`config.mk`:
```
export PLATFORM = sky130hd
export DESIGN_NAME = execute_alu_stage
export DESIGN_NICKNAME = d
export VERILOG_FILES = /design/src/rtl/execute_alu_stage_pkg.sv /design/src/rtl/execute_alu_stage_cond_check.sv /design/src/rtl/execute_alu_stage.sv
export SDC_FILE = /design/constraint.sdc
export NUM_CORES = 1
export LEC_CHECK = 0
export CORE_MARGIN = 2
export CORE_UTILIZATION = 55
export DETAILED_ROUTE_END_ITERATION = 6
export GPL_ROUTABILITY_DRIVEN = 0
export PLACE_DENSITY_LB_ADDON = 0.1
export SETUP_SLACK_MARGIN = 0.5
export SLEW_MARGIN = 20
export SYNTH_ARGS = -nofsm -noshare
export SYNTH_HDL_FRONTEND = slang
export SYNTH_SLANG_ARGS = --single-unit
```
`constraint.sdc`:
```
create_clock -name clk -period 6.7 [get_ports clk]
set_input_delay 1.005 -clock clk [delete_from_list [all_inputs] [get_ports clk]]
set_output_delay 1.005 -clock clk [all_outputs]
set_load 0.05 [all_outputs]
```
`src/rtl/execute_alu_stage_pkg.sv`:
```
// Shared definitions for the execute stage: data-processing opcodes, condition codes, NZCV bit positions.
// Latency: n/a (constants and pure helper function only).
// Backpressure: n/a.
package execute_alu_stage_pkg;

  // Data-processing opcodes
  localparam logic [3:0] OP_AND = 4'h0;
  localparam logic [3:0] OP_EOR = 4'h1;
  localparam logic [3:0] OP_SUB = 4'h2;
  localparam logic [3:0] OP_RSB = 4'h3;
  localparam logic [3:0] OP_ADD = 4'h4;
  localparam logic [3:0] OP_ADC = 4'h5;
  localparam logic [3:0] OP_SBC = 4'h6;
  localparam logic [3:0] OP_RSC = 4'h7;
  localparam logic [3:0] OP_TST = 4'h8;
  localparam logic [3:0] OP_TEQ = 4'h9;
  localparam logic [3:0] OP_CMP = 4'hA;
  localparam logic [3:0] OP_CMN = 4'hB;
  localparam logic [3:0] OP_ORR = 4'hC;
  localparam logic [3:0] OP_MOV = 4'hD;
  localparam logic [3:0] OP_BIC = 4'hE;
  localparam logic [3:0] OP_MVN = 4'hF;

  // Condition codes (instruction[31:28])
  localparam logic [3:0] CC_EQ = 4'h0;
  localparam logic [3:0] CC_NE = 4'h1;
  localparam logic [3:0] CC_CS = 4'h2;
  localparam logic [3:0] CC_CC = 4'h3;
  localparam logic [3:0] CC_MI = 4'h4;
  localparam logic [3:0] CC_PL = 4'h5;
  localparam logic [3:0] CC_VS = 4'h6;
  localparam logic [3:0] CC_VC = 4'h7;
  localparam logic [3:0] CC_HI = 4'h8;
  localparam logic [3:0] CC_LS = 4'h9;
  localparam logic [3:0] CC_GE = 4'hA;
  localparam logic [3:0] CC_LT = 4'hB;
  localparam logic [3:0] CC_GT = 4'hC;
  localparam logic [3:0] CC_LE = 4'hD;
  localparam logic [3:0] CC_AL = 4'hE;
  localparam logic [3:0] CC_NV = 4'hF;

  // Bit positions inside the {N,Z,C,V} flags vector
  localparam int FLAG_N = 3;
  localparam int FLAG_Z = 2;
  localparam int FLAG_C = 1;
  localparam int FLAG_V = 0;

  // Compare/test opcodes only update flags and never write the register file
  function automatic logic is_test_op(input logic [3:0] op);
    return (op == OP_TST) || (op == OP_TEQ) || (op == OP_CMP) || (op == OP_CMN);
  endfunction

endpackage

```
`src/rtl/execute_alu_stage_cond_check.sv`:
```
// Evaluates a 4-bit condition code against an NZCV flags vector; shared with branch logic.
// Latency: combinational.
// Backpressure: none; pure function of its inputs.
module cond_check
  import execute_alu_stage_pkg::*;
(
  input  logic [3:0] cond,
  input  logic [3:0] flags,
  output logic       pass
);

  logic n, z, c, v;

  assign n = flags[FLAG_N];
  assign z = flags[FLAG_Z];
  assign c = flags[FLAG_C];
  assign v = flags[FLAG_V];

  // Decode the condition field into a single pass/fail bit
  always_comb begin
    pass = 1'b0;
    case (cond)
      CC_EQ: pass = z;
      CC_NE: pass = !z;
      CC_CS: pass = c;
      CC_CC: pass = !c;
      CC_MI: pass = n;
      CC_PL: pass = !n;
      CC_VS: pass = v;
      CC_VC: pass = !v;
      CC_HI: pass = c & !z;
      CC_LS: pass = !c | z;
      CC_GE: pass = (n == v);
      CC_LT: pass = (n != v);
      CC_GT: pass = !z & (n == v);
      CC_LE: pass = z | (n != v);
      CC_AL: pass = 1'b1;
      CC_NV: pass = 1'b0;
      default: pass = 1'b0;
    endcase
  end

endmodule

```
`src/rtl/execute_alu_stage.sv`:
```
// Execute stage: condition check, ALU, NZCV update and registered register-file writeback request.
// Latency: 1 cycle from accept (in_valid & !stall) to out_valid/wr_en.
// Backpressure: stall freezes every register including flags; in_ready = !stall.
module execute_alu_stage
  import execute_alu_stage_pkg::*;
#(
  parameter int         DATA_W    = 32,
  parameter logic [3:0] FLAGS_RST = 4'b0000
) (
  input  logic              clk,
  input  logic              rst,
  input  logic              in_valid,
  output logic              in_ready,
  input  logic              stall,
  input  logic [3:0]        cond,
  input  logic [3:0]        operation,
  input  logic [DATA_W-1:0] operand0,
  input  logic [DATA_W-1:0] operand1,
  input  logic              shifter_carry,
  input  logic              update_flags,
  input  logic [3:0]        dest_addr,
  output logic              out_valid,
  output logic              wr_en,
  output logic [3:0]        wr_addr,
  output logic [DATA_W-1:0] wr_data,
  output logic [3:0]        flags,
  output logic              cond_pass
);

  logic              fire;
  logic              pass;
  logic              test_op;
  logic              arith_op;
  logic              flags_upd;
  logic [DATA_W-1:0] add_x;
  logic [DATA_W-1:0] add_y;
  logic              add_cin;
  logic [DATA_W:0]   sum;
  logic              add_v;
  logic [DATA_W-1:0] result;
  logic [3:0]        flags_q;
  logic [3:0]        flags_nxt;

  assign in_ready = !stall;
  assign fire     = in_valid & !stall;
  assign flags    = flags_q;
  assign test_op  = is_test_op(operation);

  // Condition is always judged against the architectural flags; a back-to-back
  // instruction sees the previous one's update because flags_q is already written.
  cond_check u_cond_check (
    .cond  (cond),
    .flags (flags_q),
    .pass  (pass)
  );

  // Steer operands into the single adder; subtraction is x + ~y + cin
  always_comb begin
    add_x    = operand0;
    add_y    = operand1;
    add_cin  = 1'b0;
    arith_op = 1'b1;
    case (operation)
      OP_SUB, OP_CMP: begin
        add_y   = ~operand1;
        add_cin = 1'b1;
      end
      OP_RSB: begin
        add_x   = operand1;
        add_y   = ~operand0;
        add_cin = 1'b1;
      end
      OP_ADD, OP_CMN: begin
        add_cin = 1'b0;
      end
      OP_ADC: begin
        add_cin = flags_q[FLAG_C];
      end
      OP_SBC: begin
        add_y   = ~operand1;
        add_cin = flags_q[FLAG_C];
      end
      OP_RSC: begin
        add_x   = operand1;
        add_y   = ~operand0;
        add_cin = flags_q[FLAG_C];
      end
      default: arith_op = 1'b0;
    endcase
  end

  // Carry-out lands in bit DATA_W, so for subtracts C is NOT borrow
  assign sum   = {1'b0, add_x} + {1'b0, add_y} + {{DATA_W{1'b0}}, add_cin};
  assign add_v = (add_x[DATA_W-1] == add_y[DATA_W-1]) &&
                 (sum[DATA_W-1] != add_x[DATA_W-1]);

  // Select the logical result or the adder output
  always_comb begin
    result = sum[DATA_W-1:0];
    case (operation)
      OP_AND, OP_TST: result = operand0 & operand1;
      OP_EOR, OP_TEQ: result = operand0 ^ operand1;
      OP_ORR:         result = operand0 | operand1;
      OP_MOV:         result = operand1;
      OP_BIC:         result = operand0 & ~operand1;
      OP_MVN:         result = ~operand1;
      default:        result = sum[DATA_W-1:0];
    endcase
  end

  // Candidate NZCV; logical ops take C from the shifter and leave V alone
  always_comb begin
    flags_nxt         = flags_q;
    flags_nxt[FLAG_N] = result[DATA_W-1];
    flags_nxt[FLAG_Z] = (result == '0);
    if (arith_op) begin
      flags_nxt[FLAG_C] = sum[DATA_W];
      flags_nxt[FLAG_V] = add_v;
    end else begin
      flags_nxt[FLAG_C] = shifter_carry;
    end
  end

  assign flags_upd = pass & (update_flags | test_op);

  // Stage registers: reset beats stall, stall holds everything, idle drops the strobes
  always_ff @(posedge clk) begin
    if (rst) begin
      flags_q   <= FLAGS_RST;
      out_valid <= 1'b0;
      wr_en     <= 1'b0;
      wr_addr   <= '0;
      wr_data   <= '0;
      cond_pass <= 1'b0;
    end else if (stall) begin
      flags_q   <= flags_q;
    end else if (fire) begin
      out_valid <= 1'b1;
      cond_pass <= pass;
      wr_en     <= pass & !test_op;
      wr_addr   <= dest_addr;
      wr_data   <= result;
      if (flags_upd) begin
        flags_q <= flags_nxt;
      end
    end else begin
      out_valid <= 1'b0;
      wr_en     <= 1'b0;
    end
  end

endmodule

```
# Word-level counts from Yosys, hierarchy flattened
# Cells that the tools add are included.
totals:
  register_bits: 43
  input_bits: 82
  out_inout_bits: 44
  word_cells: 90
op_classes:
  add_sub_neg: 2
  eq_ne: 34
  mux: 9
  bitwise: 15
  reduce_logical: 23
op_table:
  columns: ["op", "n"]
  rows:
  - ["32-bit one-hot mux with 6 select lines", 1]
  - ["32-bit AND", 2]
  - ["4-bit == test, second input constant", 16]
  - ["32-bit inverter", 2]
  - ["32-bit one-hot mux with 2 select lines", 1]
  - ["32-bit by 32-bit adder with 33-bit output", 1]
  - ["33-bit by 1-bit adder with 33-bit output", 1]
  - ["4-bit by 3-bit == test with 1-bit output, second input constant", 8]
  - ["32-bit zero test", 1]
  - ["32-bit 2-to-1 mux", 1]
  - ["32-bit OR", 1]
  - ["32-bit XOR", 1]
  - ["4-bit by 2-bit == test with 1-bit output, second input constant", 4]
  - ["1-bit one-hot mux with 16 select lines", 1]
  - ["3-bit OR reduction", 3]
  - ["4-bit by 1-bit == test with 1-bit output, second input constant", 2]
  - ["4-bit zero test", 2]
  - ["8-bit OR reduction", 1]
  - ["1-bit zero test", 6]
  - ["2-bit OR reduction", 3]
  - ["1-bit AND", 5]
  - ["1-bit 2-to-1 mux", 4]
  - ["4-bit AND reduction", 1]
  - ["1-bit logical OR", 3]
  - ["8 further kinds", 12]

# Longest topological paths before layout
# Gate-level depths: netlist (run 1).
logic_depth:
  depth_word: 7
  ltp_mapped: 22
  ltp_nobuf: 18

# Modules after synthesis
# From an unflattened synthesis (run 1), not the netlist that was laid out.
hier_totals:
  cells_unflattened: 1071
  hier_area_um2: 6867.8
modules_own_cells:
  columns: ["module", "instances", "cells_per_inst", "area_per_inst_um2", "seq_area_each_um2"]
  rows:
  - ["execute_alu_stage", 1, 1048, 6712.7, 860.8]
  - ["cond_check", 1, 23, 155.1, 0.0]

# Least setup slack after synthesis (run 1)
# No wires, ideal clock.
synth_timing:
  kind: "input -> register"
  from: "in operation[1]"
  to: "reg flags_q[2] (netlist: flags[2])"
  setup_ns: 0.059
  t_arrival_ns: 5.515
  t_required_ns: 6.641
  setup_slack_ns: 1.126
  path_stages: 22
  n_path_buf: 5
  path_cell_list: "buf_2 buf_2 buf_2 buf_1 and3_1 o21bai_1 clkbuf_1 nor2_1 a211oi_1 fa_1 inv_1 fa_1 a211oi_2 o21bai_2 o311ai_1 a21oi_1 nor4b_1 mux2i_1 a21oi_1 nor4_1 nand4_1 nand2_1"
synth_via:
  elab_chain_len: 7
  elab_cells_between_ends: 34
  cone_classes: "add/sub: 2; eq/ne: 14; mux: 4; bitwise: 2; reduce/logical: 12"
synth_lines:
  columns: ["item", "line_no", "rtl"]
  rows:
  - ["start, declared", "execute_alu_stage.sv:16", "input logic [3:0] operation,"]
  - ["4-bit == test (tied with other cells)", "execute_alu_stage_pkg.sv:50, execute_alu_stage.sv:63", null]
  - ["3-bit OR reduction (no line) (tied with other cells)", null, null]
  - ["32-bit one-hot mux with 2 select lines (tied with other cells)", "execute_alu_stage.sv:63", "case (operation)"]
  - ["32-bit by 32-bit adder with 33-bit output or 1-bit logical OR (tied branches)", "execute_alu_stage.sv:93, execute_alu_stage_pkg.sv:50", null]
  - ["33-bit by 1-bit adder with 33-bit output or 1-bit OR (tied branches)", "execute_alu_stage.sv:93, execute_alu_stage.sv:124", null]
  - ["32-bit one-hot mux with 6 select lines or 1-bit AND (tied branches)", "execute_alu_stage.sv:100, execute_alu_stage.sv:124", null]
  - ["32-bit zero test or 3-bit AND reduction (tied branches)", null, null]
  - ["end signal, assigned", "execute_alu_stage.sv:136", "flags_q <= flags_q;"]
  - ["end signal, assigned", "execute_alu_stage.sv:144", "flags_q <= flags_nxt;"]
  - ["end, declared", "execute_alu_stage.sv:41", "logic [3:0] flags_q;"]
# Several ways; a longest one is shown, not always the timed one.
# A chain may end at the register's enable or synchronous reset.

# Worst setup path in the final report (run 1)
layout_timing:
  from: "in operation[3]"
  to: "reg flags_q[2] (netlist: flags[2])"
# Same word-level chain as after synthesis.

==> results list, run 1 <==
- Worst-path clk slew: 60 ps
* Final number of max-transition violations: 0
- Pre-CTS setup slack: 1090 ps
- STA classifies the critical path endpoint as a register.
- Synth Cell Area: 0.00692 mm²
- Avg Vias per Cell: 6.31
- For the final routed database, the setup TNS stands at 0 ps.
* Cell taking the most area after synthesis: sky130_fd_sc_hd__dfxtp_1
* Switching share of total power: 45.2%
- Dominant cells by area after synthesis: sky130_fd_sc_hd__dfxtp_1 (12%), sky130_fd_sc_hd__ha_1 (11%), sky130_fd_sc_hd__nand2_1 (9.1%)
* Clk root buf: sky130_fd_sc_hd__clkbuf_16
- Number of levels in the clock H-tree: 2
- Most frequent cell after synthesis: sky130_fd_sc_hd__nand2_1
- Share of layout cells above drive strength 1: 4.24%
* Post-synthesis average cell area: 6.50 µm²
- Reg2Reg Depth: 16
* Routed wire length on met2: 10,900 µm
- Area of the core region: 0.0122 mm²
- Registers are responsible for 21.3% of the overall power.
- Worst-case clock skew: 1.63 ps
- Multiplexer share of the synthesized area: 3.13%
* Biggest fanout along the worst timing path: 31
* Most frequently used flop master after synthesis: sky130_fd_sc_hd__dfxtp_1
- For the pin with the worst max-slew slack, the measured transition is 994 ps.
* Post-synthesis sequential area ratio: 12.4%
* Synthesis warning total: 0
* Dominant combinational cell family by area after synthesis: compound AO/OA/AOI/OAI gates
* Combinational fraction of design power: 60.4%
- Data required time of the critical path: 6930 ps
* Internal power of the cells: 725 µW
- Hold crit path type: reg2reg
* Ports placed on the boundary: 126
* Resized cells post-CTS: 0
* Number of flops mapped to enable cells by yosys: 0
- Number of I/O port buffers: 125
- Wirelength per Cell: 17.7 µm
* Worst reg2reg startpoint: flags[1]
- Counting every instance in the synthesized netlist gives 1,064.
- Number of buffers inserted by hold repair at cts: 0
- Pin count of the biggest net entering global routing: 67
* Total wire length after detailed routing: 23,100 µm
- Power share of the clock group: 18.3%
- Bufs on Longest Clock Path: 2
* Number of DRC violations after detailed-routing iteration 0: 664
- The worst setup path is launched from an input pin.
- Summed over all nets, the switching power comes to 599 µW.
* Overflow after GRT: 0
- GRT Overall Usage: 33.9%
- Across the VDD grid, the largest voltage drop is 110 µV.
- The critical path goes through clkdlybuf4s50_1 > inv_1 > nand3_2 > nor2_1 > a211oi_1 > fa_1 > inv_1 > fa_1 > a211oi_2 > o21bai_2 > o311ai_1 > a21oi_1 > nor4b_1 > mux2i_1 > a21oi_1 > nor4_1 > nand4_1 > nand2_1.
* Number of remaining DRC errors: 0
- The number of global-route vias before repair was 7,497.
- Sorting the synthesized cells by how often they occur yields sky130_fd_sc_hd__nand2_1 (168), sky130_fd_sc_hd__o21ai_0 (120), sky130_fd_sc_hd__a21oi_1 (102).
- The largest individual stage delay along the critical path comes from the cell sky130_fd_sc_hd__clkdlybuf4s50_1.
* XOR/XNOR Fraction of Synth Area: 3.17%
- Counting flops and latches in the post-synthesis netlist gives 43.
- FFs w/ async S/R, synth: 0%
- Synth-to-layout area growth: 20.2%
- Of the post-synthesis cell area, the dominant cell type holds 12.4%.
- Headroom to the max-slew limit came out at 33.5%.
- Slack of the critical path: 1280 ps
* Hold Fails Final Rpt: 0
* Hpwl dp: 17,300 µm
- In the finished design, the share of the clock period the worst path needs comes to 80.9%.
- M1 WL: 8990 µm
- Number of distinct library cells after synthesis: 80
- Including well taps, the total number of placed cells is 1,294.
- Once detail routing completed, the nets flagged for antenna violations numbered 0.
- Max Cap Violations: 0
- Worst setup startpoint: operation[3]
* Endpoints failing setup: 0
* Insertion delay of the later-clocked pin in the worst-skew pair: 280 ps
- Simple-gate share of the synthesized area: 22.8%
- Antenna diode count: 0
* Starting Density: 56.9%
* TritonCTS clock tree: done
- Leakage power: 3.49 nW
- For this block, the via count after detailed routing is 8,210.
- The floorplan has 40 rows.
- DR top layer: met4
- The pre-antenna-repair detailed-routing pass consisted of 6 iterations.
- At the end of the flow, the number of nets in the layout was 1,280.
- The floorplan step defined a die boundary enclosing 0.0135 mm².
* Routed met3 length: 1530 µm
* Synthesized-area fraction occupied by adder cells: 12.0%
- Critical Path End: flags[2]
- Total nets after synthesis: 1,211
- For this design, the sink count on the clock tree is 43.
- Wire length of the first global-routing pass: 36,600 µm
* Data arrival time of the worst path: 5650 ps
- Fill count: 1,124
* Time the final worst path needs with I/O delays and setup: 5420 ps
- The worst register-to-register path ends at flags[2].
- CTS Buf Count: 5
- Power spread over the standard cell area amounts to 159 mW/mm².
- Horizontal die dimension: 116 µm
- Number of setup buffers added after CTS: 0
- On the worst path, the slowest cell contributes a delay of 660 ps.
- Antenna violations before repair: 0
* Fmax achieved: 184 MHz
- Setup repair after global routing left no endpoint under its margin.
- Outcome: finished clean
- Setup slack on the worst reg-to-reg path comes out at 2700 ps.
- Compound-cell area share of the yosys netlist: 37.6%
* Final standard cell count with taps included and fillers excluded: 1,301
- The critical path in this run is classified as in2reg.
- The die is 116 µm tall.
[kinds of logic (layout without fill, tap and decap cells)]
| group | count (synthesis) | in the layout |
|---|---|---|
| muxes | 21 | 21 |
| adders and majority gates | 65 | 65 |
| DFF | 43 | 43 |
| buffers and inverters | 154 | 223 |
| and+or+nand+nor | 351 | 351 |
| xor gates and xnor gates | 25 | 25 |
| AOI/OAI and AO/OA | 405 | 405 |
[cells in the final DEF, fill, tap and decap left out, types with 6 or more instances in the layout]
cell                              count
sky130_fd_sc_hd__nor2b_1             10
sky130_fd_sc_hd__ha_1                63
sky130_fd_sc_hd__mux2i_1             16
sky130_fd_sc_hd__inv_1               78
sky130_fd_sc_hd__nand2_1            168
sky130_fd_sc_hd__a221oi_1             6
sky130_fd_sc_hd__nor2_1              70
sky130_fd_sc_hd__dfxtp_1             43
sky130_fd_sc_hd__nor3_1              26
sky130_fd_sc_hd__a21oi_1            102
sky130_fd_sc_hd__a21o_1              18
sky130_fd_sc_hd__or3_1                7
sky130_fd_sc_hd__xnor2_1             12
sky130_fd_sc_hd__nand3_1             21
sky130_fd_sc_hd__and3_1               8
sky130_fd_sc_hd__buf_4               12
sky130_fd_sc_hd__a211oi_1            26
sky130_fd_sc_hd__o211ai_1            15
sky130_fd_sc_hd__o31ai_1             19
sky130_fd_sc_hd__o221ai_1             6
sky130_fd_sc_hd__a22oi_1             11
sky130_fd_sc_hd__clkdlybuf4s50_1    123
sky130_fd_sc_hd__o21ai_0            120
sky130_fd_sc_hd__xor2_1              13
sky130_fd_sc_hd__nand4_1             11
sky130_fd_sc_hd__o22ai_1              6
sky130_fd_sc_hd__o21ai_1              6
[critical path: cells and delay by family]
kind / cells / cell delay, ps
AOI/OAI and AO/OA: 6 / 1470
adders and majority gates: 2 / 730
buffers and inverters: 3 / 840
muxes: 1 / 230
and+or+nand+nor: 6 / 1370
[state kept, by name, summed over array words and instances (netlist names)]
| register | flops |
|---|---|
| wr_data | 32 |
| flags | 4 |
| wr_addr | 4 |
| cond_pass | 1 |
| out_valid | 1 |
| wr_en | 1 |
[power groups by stage]
stage,clock network (mW),registers (mW),logic [mW]
after global placement,0,0.288,0.774
after global routing,0.260,0.284,0.873
after CTS,0.244,0.282,0.787
after detailed placement,0,0.288,0.782
after floorplan,0,0.346,0.491
final,0.242,0.282,0.800
[worst min-delay path by stage]
stage / slack (ps) / endpoint / cells after the start / startpoint
floorplan: 680 / wr_addr[3] / 2 / wr_addr[3]
global placement: 440 / wr_addr[3] / 2 / wr_addr[3]
detailed placement: 450 / wr_data[26] / 2 / wr_data[26]
CTS: 460 / wr_data[26] / 2 / wr_data[26]
global route: 480 / cond_pass / 2 / cond_pass
finish: 460 / cond_pass / 2 / cond_pass
[stage by stage]
stage	total power [mW]	hold slack [ps]	instance area (µm²)	util, %
final	1.32	456	8320	68.4
after global routing	1.42	477	8320	68.4
after CTS	1.31	457	8320	68.4
after detailed placement	1.07	449	8170	67.2
after global placement	1.06	442	8170	67.2
after floorplan	0.837	675	6920	-
[per-layer routing]
layer | vias to the layer above | GRT usage [%]
met3 | 101 | 5.14
li1 | 4011 | -
met2 | 357 | 59.6
met4 | 0 | 21.7
met5 | - | 0
met1 | 3741 | 38.4
[cell type report]
type                            count  area, µm²  share of cell area, %
Tap cell                          168        210                   2.53
Clock inverter                      1       5.00                 0.0602
Inverter                           78        293                   3.52
Multi-Input combinational cell    867       5460                   65.6
Timing Repair Buffer              138       1350                   16.2
Sequential cell                    43        861                   10.3
Clock buffer                        6        139                   1.67
(Power assumes the default switching activity.)
==> run 2, diff against run 1 <==
Clock period 6.7 ns to 5.4 ns, I/O delays scaled along.
==> results list, run 2 (synthesis results as in run 1) <==
- Outcome: finished clean
* Worst setup startpoint: operation[3]
* Placement Rows: 40
- 126 I/O pins were placed.
- Switching power: 751 µW
* Combinational fraction of design power: 58.0%
* Clk sink count: 43
- The register with the most flip-flops in the layout has 32 of them.
- Cell internal power was estimated by the tool at 994 µW.
- The number of antenna diodes in the final layout is 0.
- Pin count of the biggest net entering global routing: 79
* Worst-case clock skew: 3.30 ps
- Instance area at placement: 0.00822 mm²
- After global routing the overflow that remains totals 0.
- In the layout the commonest cells are sky130_fd_sc_hd__nand2_1 (168), sky130_fd_sc_hd__clkdlybuf4s50_1 (123), sky130_fd_sc_hd__o21ai_0 (120).
- In this run the deepest clock path goes through 2 buffers.
- The worst hold path belongs to the class reg2reg.
- The routed design has 22,900 µm of wire.
- Across all setup checks in the final design, the least slack found is 748 ps.
- In the routed design, unresolved DRC markers number 0.
- Dividing total power by cell area gives a power density of 206 mW/mm².
- The number of antenna violations at the first check in global routing came to 0.
- Maximum ir drop on the vdd rail: 150 µV
* Setup crit end kind: register
- Final standard cell count with taps included and fillers excluded: 1,307
- Horizontal die dimension: 116 µm
- Data required time of the critical path: 5630 ps
- The startpoint identified for the worst register-to-register timing path is flags[1].
- In this run the standard cell core region covers 0.0122 mm².
* Initial DRT Pass Iterations: 6
- Number of buffers inserted by hold repair at cts: 0
* Max Cap Violations: 0
* Cells after DPL: 1,299
* Worst-path clk slew: 60 ps
- Number of I/O port buffers: 125
- Switching share of total power: 43.0%
* Wire length of the first global-routing pass: 37,300 µm
* Number of DRC violations after detailed-routing iteration 0: 715
- Along the worst path, the maximum fanout reaches 15.
* Number of vias after detailed routing: 8,227
* Leakage power: 3.54 nW
- Dividing the detail-routed wire length by the instance count gives 17.5 µm.
- Power after layout: 1.74 mW
- The number of global-route vias before repair was 7,583.
- CTS Buf Count: 5
- Based on the critical path, the design can be clocked at up to 215 MHz.
- Avg Vias per Cell: 6.29
- Reg power frac: 20.1%
* Fin nets: 1,285
- Setup repair after global routing missed its margin: no
- Once the floorplan was initialized, standard cells occupied 56.9% of the core.
- Number of levels in the clock H-tree: 2
* Power share of the clock group: 22.0%
* Die Area: 0.0135 mm²
- Data arrival time of the worst path: 4880 ps
* Design area: 0.00848 mm²
* Clk root buf: sky130_fd_sc_hd__clkbuf_16
* WHS Path Cells: 2
- Share of layout cells above drive strength 1: 5.71%
- TritonCTS clock tree: done
* Worst slew pin tran: 942 ps
- Insertion delay of the later-clocked pin in the worst-skew pair: 280 ps
* Hpwl dp: 17,400 µm
- Reg2Reg Depth: 16
- After routing, the total negative slack on setup checks comes to 0 ps.
- Synth-to-layout area growth: 22.6%
* Category of the critical setup timing path: in2reg
- In this run the most critical hold path is launched from cond_pass.
- Minimum hold slack: 453 ps
* Most common cell after layout, fill and taps aside: sky130_fd_sc_hd__nand2_1
* Pre-CTS setup slack: 283 ps
* Final cycle utilization of the critical path: 86.1%
- Cells fill 69.7% of the core in the end.
- Startpoint type of the worst setup path: input pin
- Measured against its own limit, the worst slew margin works out to 37.0%.
* Hold Fails Final Rpt: 0
- Time the final worst path needs with I/O delays and setup: 4650 ps
* Vert. Die Dim: 116 µm
- Top reg by flops: wr_data
- Final number of max-transition violations: 0
* Endpoints failing setup: 0
- In the global route stage, overall resource usage came out at 34.3%.
- The detail route stage leaves a number of antenna-violating nets equal to 0.
==> run 2: what timing repair did <==
action	4_1_cts	5_1_grt
setup endpoints to repair	0	5
resized for setup	0	13
buffers inserted	0	0
==> run 2: per-layer routing <==
layer	part of all wire [%]	vias to the layer above	routed length (µm)	track usage (%)
met5	0	-	0	0
met4	7.0	0	1590	22.4
met3	6.7	100	1530	4.77
met2	47	368	10800	58.6
met1	39	3746	8960	40.2
li1	-	4013	-	-
==> run 2: final timing paths <==
kind	endpoint	slack (ps)
worst max-delay path	flags[2]	750
worst max register to register	flags[2]	1570
worst min register to register	cond_pass	450
worst min-delay path	cond_pass	450
==> run 2: power by group through the flow <==
| stage | logic, mW | clock network (mW) | registers [mW] |
|---|---|---|---|
| 5_1_grt | 1.10 | 0.408 | 0.353 |
| 3_5_place_dp | 0.974 | 0 | 0.358 |
| 3_3_place_gp | 0.967 | 0 | 0.357 |
| 6_report | 1.01 | 0.383 | 0.350 |
| 4_1_cts | 0.980 | 0.386 | 0.351 |
| 2_1_floorplan | 0.614 | 0 | 0.430 |
==> run 2: area by class of cell <==
type | instances | area [µm²]
Sequential cell | 43 | 861
Multi-Input combinational cell | 867 | 5540
Fill cell | 1087 | 3680
Timing Repair Buffer | 143 | 1390
Clock inverter | 2 | 60.1
Clock buffer | 6 | 129
Inverter | 78 | 293
Tap cell | 168 | 210
==> run 2: critical path, stage by stage <==
cell and delay (ps):
sky130_fd_sc_hd__clkdlybuf4s50_1 500, sky130_fd_sc_hd__nand2_1 130, sky130_fd_sc_hd__and3_4 200, sky130_fd_sc_hd__o21bai_2 130, sky130_fd_sc_hd__buf_6 200, sky130_fd_sc_hd__nand2_1 60
sky130_fd_sc_hd__o21ai_0 80, sky130_fd_sc_hd__o21ai_0 120, sky130_fd_sc_hd__ha_1 430, sky130_fd_sc_hd__a21o_1 230, sky130_fd_sc_hd__a31o_1 220, sky130_fd_sc_hd__a41o_1 270
sky130_fd_sc_hd__a21oi_4 230, sky130_fd_sc_hd__xnor2_1 180, sky130_fd_sc_hd__a2111oi_2 370, sky130_fd_sc_hd__nand4bb_1 180, sky130_fd_sc_hd__nor4_2 340, sky130_fd_sc_hd__nand4_1 120
sky130_fd_sc_hd__nand2_1 80
